File: src/rtl/hazard_scoreboard.sv
// Per-register RAW/WAW scoreboard for decode/issue: fixed-latency producers count down,
// variable-latency producers (load/div) hold a pending bit until their write-back arrives.
module hazard_scoreboard #(
  parameter int AW       = 5,
  parameter int NREG     = 32,
  parameter int NSRC     = 2,
  parameter int LAT_W    = 3,
  parameter int FWD_EN   = 0,
  parameter int ZERO_REG = 1,
  parameter int CNT_W    = 16
) (
  input  logic                clk,
  input  logic                rst,
  input  logic                issue_valid,
  input  logic [NSRC*AW-1:0]  src_addr,
  input  logic [NSRC-1:0]     src_used,
  input  logic                issue_wen,
  input  logic [AW-1:0]       issue_rd,
  input  logic                issue_var,
  input  logic [LAT_W-1:0]    issue_lat,
  input  logic                wb_valid,
  input  logic [AW-1:0]       wb_rd,
  input  logic                flush,
  output logic                stall,
  output logic [NSRC-1:0]     src_busy,
  output logic                waw_busy,
  output logic [NREG-1:0]     busy_vec,
  output logic [CNT_W-1:0]    stall_cnt
);

  // With a bypass network a result is consumable one cycle before its countdown expires.
  localparam logic [LAT_W-1:0] THRESH = (FWD_EN != 0) ? LAT_W'(1) : '0;

  logic [LAT_W-1:0] cnt [NREG];
  logic [NREG-1:0]  var_bit;
  logic             fire;

  always_comb begin : src_check
    logic [AW-1:0] a;
    logic          rb;
    a        = '0;
    rb       = 1'b0;
    src_busy = '0;
    for (int i = 0; i < NSRC; i++) begin
      a  = src_addr[i*AW +: AW];
      rb = 1'b0;
      if (int'(a) < NREG) begin
        if (cnt[a] > THRESH) rb = 1'b1;
        // A var producer completing this very cycle can be bypassed straight to the consumer.
        if (var_bit[a] && !(FWD_EN != 0 && wb_valid && wb_rd == a)) rb = 1'b1;
      end
      src_busy[i] = src_used[i] & issue_valid & rb;
    end
  end

  // WAW looks at raw state only so that an older writer can never land after a younger one.
  always_comb begin
    waw_busy = 1'b0;
    if (issue_valid && issue_wen && int'(issue_rd) < NREG)
      waw_busy = (cnt[issue_rd] != '0) || var_bit[issue_rd];
  end

  assign stall = (|src_busy) | waw_busy;
  assign fire  = issue_valid & ~stall & ~flush;

  always_comb begin
    busy_vec = '0;
    for (int r = 0; r < NREG; r++)
      busy_vec[r] = (cnt[r] != '0) | var_bit[r];
  end

  always_ff @(posedge clk) begin
    if (rst) begin
      for (int r = 0; r < NREG; r++) cnt[r] <= '0;
      var_bit   <= '0;
      stall_cnt <= '0;
    end else begin
      if (flush) begin
        for (int r = 0; r < NREG; r++) cnt[r] <= '0;
        var_bit <= '0;
      end else begin
        for (int r = 0; r < NREG; r++) begin
          if (cnt[r] != '0) cnt[r] <= cnt[r] - 1'b1;
          if (wb_valid && wb_rd == AW'(r)) var_bit[r] <= 1'b0;
          // Later assignments win: a new entry overrides the decrement/clear above.
          if (fire && issue_wen && issue_rd == AW'(r) && !(ZERO_REG != 0 && r == 0)) begin
            if (issue_var)              var_bit[r] <= 1'b1;
            else if (issue_lat != '0)   cnt[r]     <= issue_lat;
          end
        end
      end
      if (issue_valid && stall && !flush && stall_cnt != '1)
        stall_cnt <= stall_cnt + 1'b1;
    end
  end

endmodule
File: config.mk
export PLATFORM = sky130hd
export DESIGN_NAME = hazard_scoreboard
export DESIGN_NICKNAME = d
export VERILOG_FILES = /design/src/rtl/hazard_scoreboard.sv
export SDC_FILE = /design/constraint.sdc
export NUM_CORES = 1
export LEC_CHECK = 0
export ABC_CLOCK_PERIOD_IN_PS = 5250
export BUFFER_PORTS_ARGS = -buffer_cell sky130_fd_sc_hd__buf_2
export CAP_MARGIN = 10
export CORE_MARGIN = 4
export CORE_UTILIZATION = 66
export DETAILED_ROUTE_END_ITERATION = 8
export PLACE_DENSITY_LB_ADDON = 0.15
export REMOVE_ABC_BUFFERS = 1
export SKIP_LAST_GASP = 1
export SYNTH_ARGS = -nofsm -noshare
export SYNTH_HDL_FRONTEND = slang
export SYNTH_SLANG_ARGS = --single-unit
File: constraint.sdc
create_clock -name clk -period 5.25 [get_ports clk]
set_input_delay 0.525 -clock clk [delete_from_list [all_inputs] [get_ports clk]]
set_output_delay 0.525 -clock clk [all_outputs]
set_load 0.01 [all_outputs]
Yosys cells after proc, flatten, opt, wreduce, memory -nomap -nowiden
Memory sizes are Yosys's and may differ from the RTL's. Cells that the tools add are included.

$add $sub $neg: 33. $lt $le $gt $ge: 5. Eq/ne operators: 63. Multiplexer cells: 458. Bitwise gates (word level): 135. Reductions and logical operators: 105.

Operator list (number): $mux 1 (360); $mux 3 (95); $eq 5x5->1 const B (32); $or 1x1->1 (127); $reduce_bool 3->1 (34); $sub 3x1->3 const B (32); $eq 5x4->1 const B (16); $logic_and 1x1->1 (67); $eq 5x3->1 const B (8); $eq 5x2->1 const B (4); $lt 5x6->1 const B (3); $add 16x1->16 const B (1); $ne 16x16->1 const B (1); $bmux 1 s5 (3); $eq 5x1->1 const B (2); $and 1x1->1 (6); $gt 3x1->1 const B (2); $reduce_or 2->1 (2); $not 1->1 (2); $logic_not 1->1 (1); $logic_or 1x1->1 (1).

Register bits after elaboration: 47. RAM bits: 96. Input port bits: 32. Output and inout port bits: 52. Word-level logic and storage cells: 802. Memories: 1.

Memories: cnt (depth 32, width 3, rd ports 35, clocked after memory_dff 0, write ports 32, line 34) `logic [LAT_W-1:0] cnt [NREG];`.

Longest topological paths before layout
An unclocked memory read counts as a cell.

Word-level depth: 17. Mapped depth: 13.

Worst setup path before layout
OpenSTA, ideal clock, no wires.

Path kind: input -> output. From: input port src_addr[1]. To: output port stall. Arrival: 3.054 ns. Path slack: 1.671 ns. Cell stages on the path: 10. Buffers on the path: 4. Cell sequence: buf_2 > mux4_2 > and3_1 > o311a_1 > nor4_1 > nor4b_4 > buf_2 > buf_4 > buf_4 > inv_1.

Cells in the longest elaborated chain, start to end: 7. Elaborated cells between the ends (all ways): 9. Those cells by class: order compare: 1; mux: 4; bitwise: 2; reduce/logical: 1; memory: 1.

RTL lines: from (decl) (line 15) `input logic [NSRC*AW-1:0] src_addr,`; $mem_v2 32x3; $gt 3x1->1 (line 48) `if (cnt[a] > THRESH) rb = 1'b1;`; $mux 1 (line 48); $mux 1 (*) (line 50) `if (var_bit[a] && !(FWD_EN != 0 && wb_valid && wb_rd == a)) rb = 1'b1;`; $and 1x1->1 (*) (line 52) `src_busy[i] = src_used[i] & issue_valid & rb;`; named net src_busy[0] (line 25) `output logic [NSRC-1:0] src_busy,`; $reduce_or 2->1 (*) (line 63) `assign stall = (|src_busy) | waw_busy;`; $or 1x1->1 (*) (line 63); to (decl) (line 24) `output logic stall,`.

The timed path passes the listed nets; every way through them passes the cells marked *. The select of a mux whose other input is x is not followed.

==> results.py <==
metrics = {
    "status": {
        "run_status": "completed",
    },
    "logic_synthesis": {
        "async_reset_ff_share_pct": 0,
        "ys_top_cells_by_count": "106 x nor2_1, 95 x inv_1, 93 x edfxtp_1, 66 x nand4_1, 65 x ha_1",
        "synth_top_area_share_pct": 26.9,
        "synth_cell_types": 54,
        "synth_most_common_cell": "nor2_1",
        "synth.largest_area_cell": "edfxtp_1",
        "syn_area_um2": 10400,
        "synth_seq_cells": 143,
        "yosys_warnings": 0,
        "seq_area_frac_synth_pct": 36.6,
        "synth-edff-count": 93,
        "yosys-top-cells-area": "edfxtp_1 27%, dfxtp_1 9.7%, ha_1 7.8%",
        "syn_area_per_cell_um2": 9.16,
        "synth-main-ff-cell": "edfxtp_1",
        "syn_inst": 1132,
    },
    "route": {
        "route.met2.wl_um": 13300,
        "routedLengthMet1_um": 11600,
        "top_layer": "met4",
        "ant_nets": 0,
        "routedWlPerCell_um": 21.1,
        "drcViolationCount": 0,
        "wl_um": 29500,
        "wl_met3_um": 3600,
        "via_count": 9632,
        "viasPerCell": 6.89,
        "dr.pass1.iters": 7,
        "drt_iter0_markers": 1347,
    },
    "place": {
        "gp_congestion": 0.940,
        "hpwl_um": 20900,
        "placement.io_buffers": 83,
        "place_area_um2": 10800,
        "place_ws_ns": 1.44,
    },
    "timing": {
        "setup_viol": 0,
        "finalCritPeriodShare_pct": 79.4,
        "period_minus_slack_ns": 4.17,
        "finalHoldViolCount": 0,
        "setup_slack_ns": 1.08,
        "rsz0062_at_grt": "no",
        "final_max_slew_viol_count": 0,
        "fin_skew_ns": 0.00823,
        "worst_pin_slew_ns": 0.869,
        "slew_headroom_pct": 41.8,
        "fmax_mhz": 240,
    },
    "clock_tree": {
        "clkLatencyLatePin_ns": 0.43,
        "cts.repair.resized": 0,
        "cts_inserted_buffers": 17,
        "cts_buffer_depth": 2,
        "cts_tree": "yes",
        "cts.sinks": 143,
        "postCtsHoldBufs": 0,
        "path_clk_slew_ns": 0.06,
        "postCtsSetupBuffers": 0,
        "cts_root_buffer": "clkbuf_16",
        "h-tree-depth": 4,
    },
    "setup_path": {
        "crit_type": "flip-flop to output pin",
        "critPathLaunch": "cnt[17][2]",
        "worst_setup_path_start_kind": "flip-flop",
        "arrival_ns": 3.64,
        "rr_startpoint": "cnt[17][2]",
        "cp-endpoint": "stall",
        "regToRegSetupSlack_ns": 1.34,
        "path_max_fanout": 89,
        "reg2regPathDepth": 9,
        "crit_required_ns": 4.72,
        "rr_endpoint": "cnt[25][2]",
        "crit_path_end_kind": "output pin",
    },
    "grt": {
        "grt_max_degree": 90,
        "track_usage_pct": 32.9,
        "antenna_found_initial": 1,
        "grt_pass1_vias": 9045,
        "grt_pass1_wl_um": 47000,
        "gr-total-overflow": 0,
    },
    "pwr": {
        "p_per_area_nw_per_um2": 440,
        "switchingPower_mw": 1.95,
        "p_total_mw": 5.02,
        "p_sw_share_pct": 38.8,
        "pwr-share-clk_pct": 23.8,
        "ir_drop_v": 0.000247,
        "p_seq_share_pct": 34.9,
        "leakagePower_nw": 4.78,
        "p_int_mw": 3.07,
        "combPwrFrac_pct": 41.3,
    },
    "floorplanning": {
        "start_util_pct": 67.7,
        "die_w_um": 133,
        "rows": 45,
        "core_um2": 15300,
        "num_io_pins": 84,
        "die_h_um": 133,
        "die_area_um2": 17800,
    },
    "layout": {
        "fin_area_um2": 11400,
        "finish.utilization_pct": 74.6,
        "final_net_count": 1270,
        "drive_gt1_share_pct": 14.6,
        "syn2layout_area_growth_pct": 10.2,
    },
    "min_path": {
        "hp-class": "primary input to flip-flop",
    },
    "flow_run": {
        "cap_violations": 0,
    },
}
## worst max-delay path: stages, from the launching register on
cell and delay, ns:
edfxtp_1 0.46, or4_1 0.58, mux4_2 0.49, a2111oi_0 0.39
and2_1 0.20, nor4_1 0.08, nor4b_4 0.37, buf_12 0.33
inv_1 0.07, buf_2 0.15
## sequential cells by signal, indices dropped and copies added, names as in the netlist
signal / flops
cnt: 96
var_bit: 31
stall_cnt: 16
## cell type report
class	count	area (um^2)
clock buffers	18	429
clock inverters	14	143
repair buffers	94	510
inverters	96	360
well taps	211	264
flip-flops and latches	143	3790
fillers	1164	3890
diodes	1	2.50
multi-input cells	821	5920
## routing by layer
| metal | global-route usage, % | vias to the layer above |
|---|---|---|
| met5 | 0 | - |
| met4 | 11.8 | 0 |
| met3 | 7.78 | 94 |
| met2 | 51.9 | 659 |
| met1 | 44.7 | 4506 |
| li1 | - | 4373 |
## through the flow
step | std cells | TNS, ns | hold WS [ns]
6_report | 1398 | 0 | 0.472
5_1_grt | 1398 | 0 | 0.470
4_1_cts | 1397 | 0 | 0.448
3_5_place_dp | 1365 | 0 | 0.494
3_3_place_gp | 1365 | 0 | 0.492
2_1_floorplan | 1060 | -68.71 | 0.474
## cells in the final DEF (no fill, tap or decap), types with 44 or more instances in the layout
master,n
inv_1,95
buf_2,83
edfxtp_1,93
dfxtp_1,50
nand4_1,66
ha_1,65
or4_1,48
o21ai_0,44
nand2_1,48
nor2_1,105
o31ai_1,63
## worst min path at each step
stage                 startpoint           end  slack (ns)  cells after the start
floorplan            var_bit[12]   var_bit[12]        0.47                      2
global placement    stall_cnt[8]  stall_cnt[8]        0.49                      2
detailed placement  stall_cnt[8]  stall_cnt[8]        0.49                      2
CTS                  issue_rd[4]   var_bit[16]        0.45                      3
global route         issue_rd[4]   var_bit[17]        0.47                      3
finish               issue_rd[4]   var_bit[16]        0.47                      3
## kinds of logic (layout without fill, tap and decap cells)
kind of cell / after synthesis / count (layout) / share of synthesized area (%)
compound gates: 205 / 205 / 13.0
xor+xnor: 3 / 3 / 0.254
fa+ha+maj: 65 / 65 / 7.85
buf+inv: 168 / 222 / 6.41
flops: 143 / 143 / 36.6
mux: 93 / 93 / 11.3
other cells: 0 / 1 / 0
simple gates: 455 / 455 / 24.6
## power groups by stage
stage | registers (mW) | logic (mW) | clock network (mW)
6_report | 1.75 | 2.07 | 1.19
5_1_grt | 1.79 | 2.27 | 1.24
4_1_cts | 1.74 | 2.05 | 1.19
3_5_place_dp | 1.76 | 2.02 | 0
3_3_place_gp | 1.76 | 1.97 | 0
2_1_floorplan | 1.68 | 1.40 | 0
Note: power is estimated with default switching activity, not from simulation.
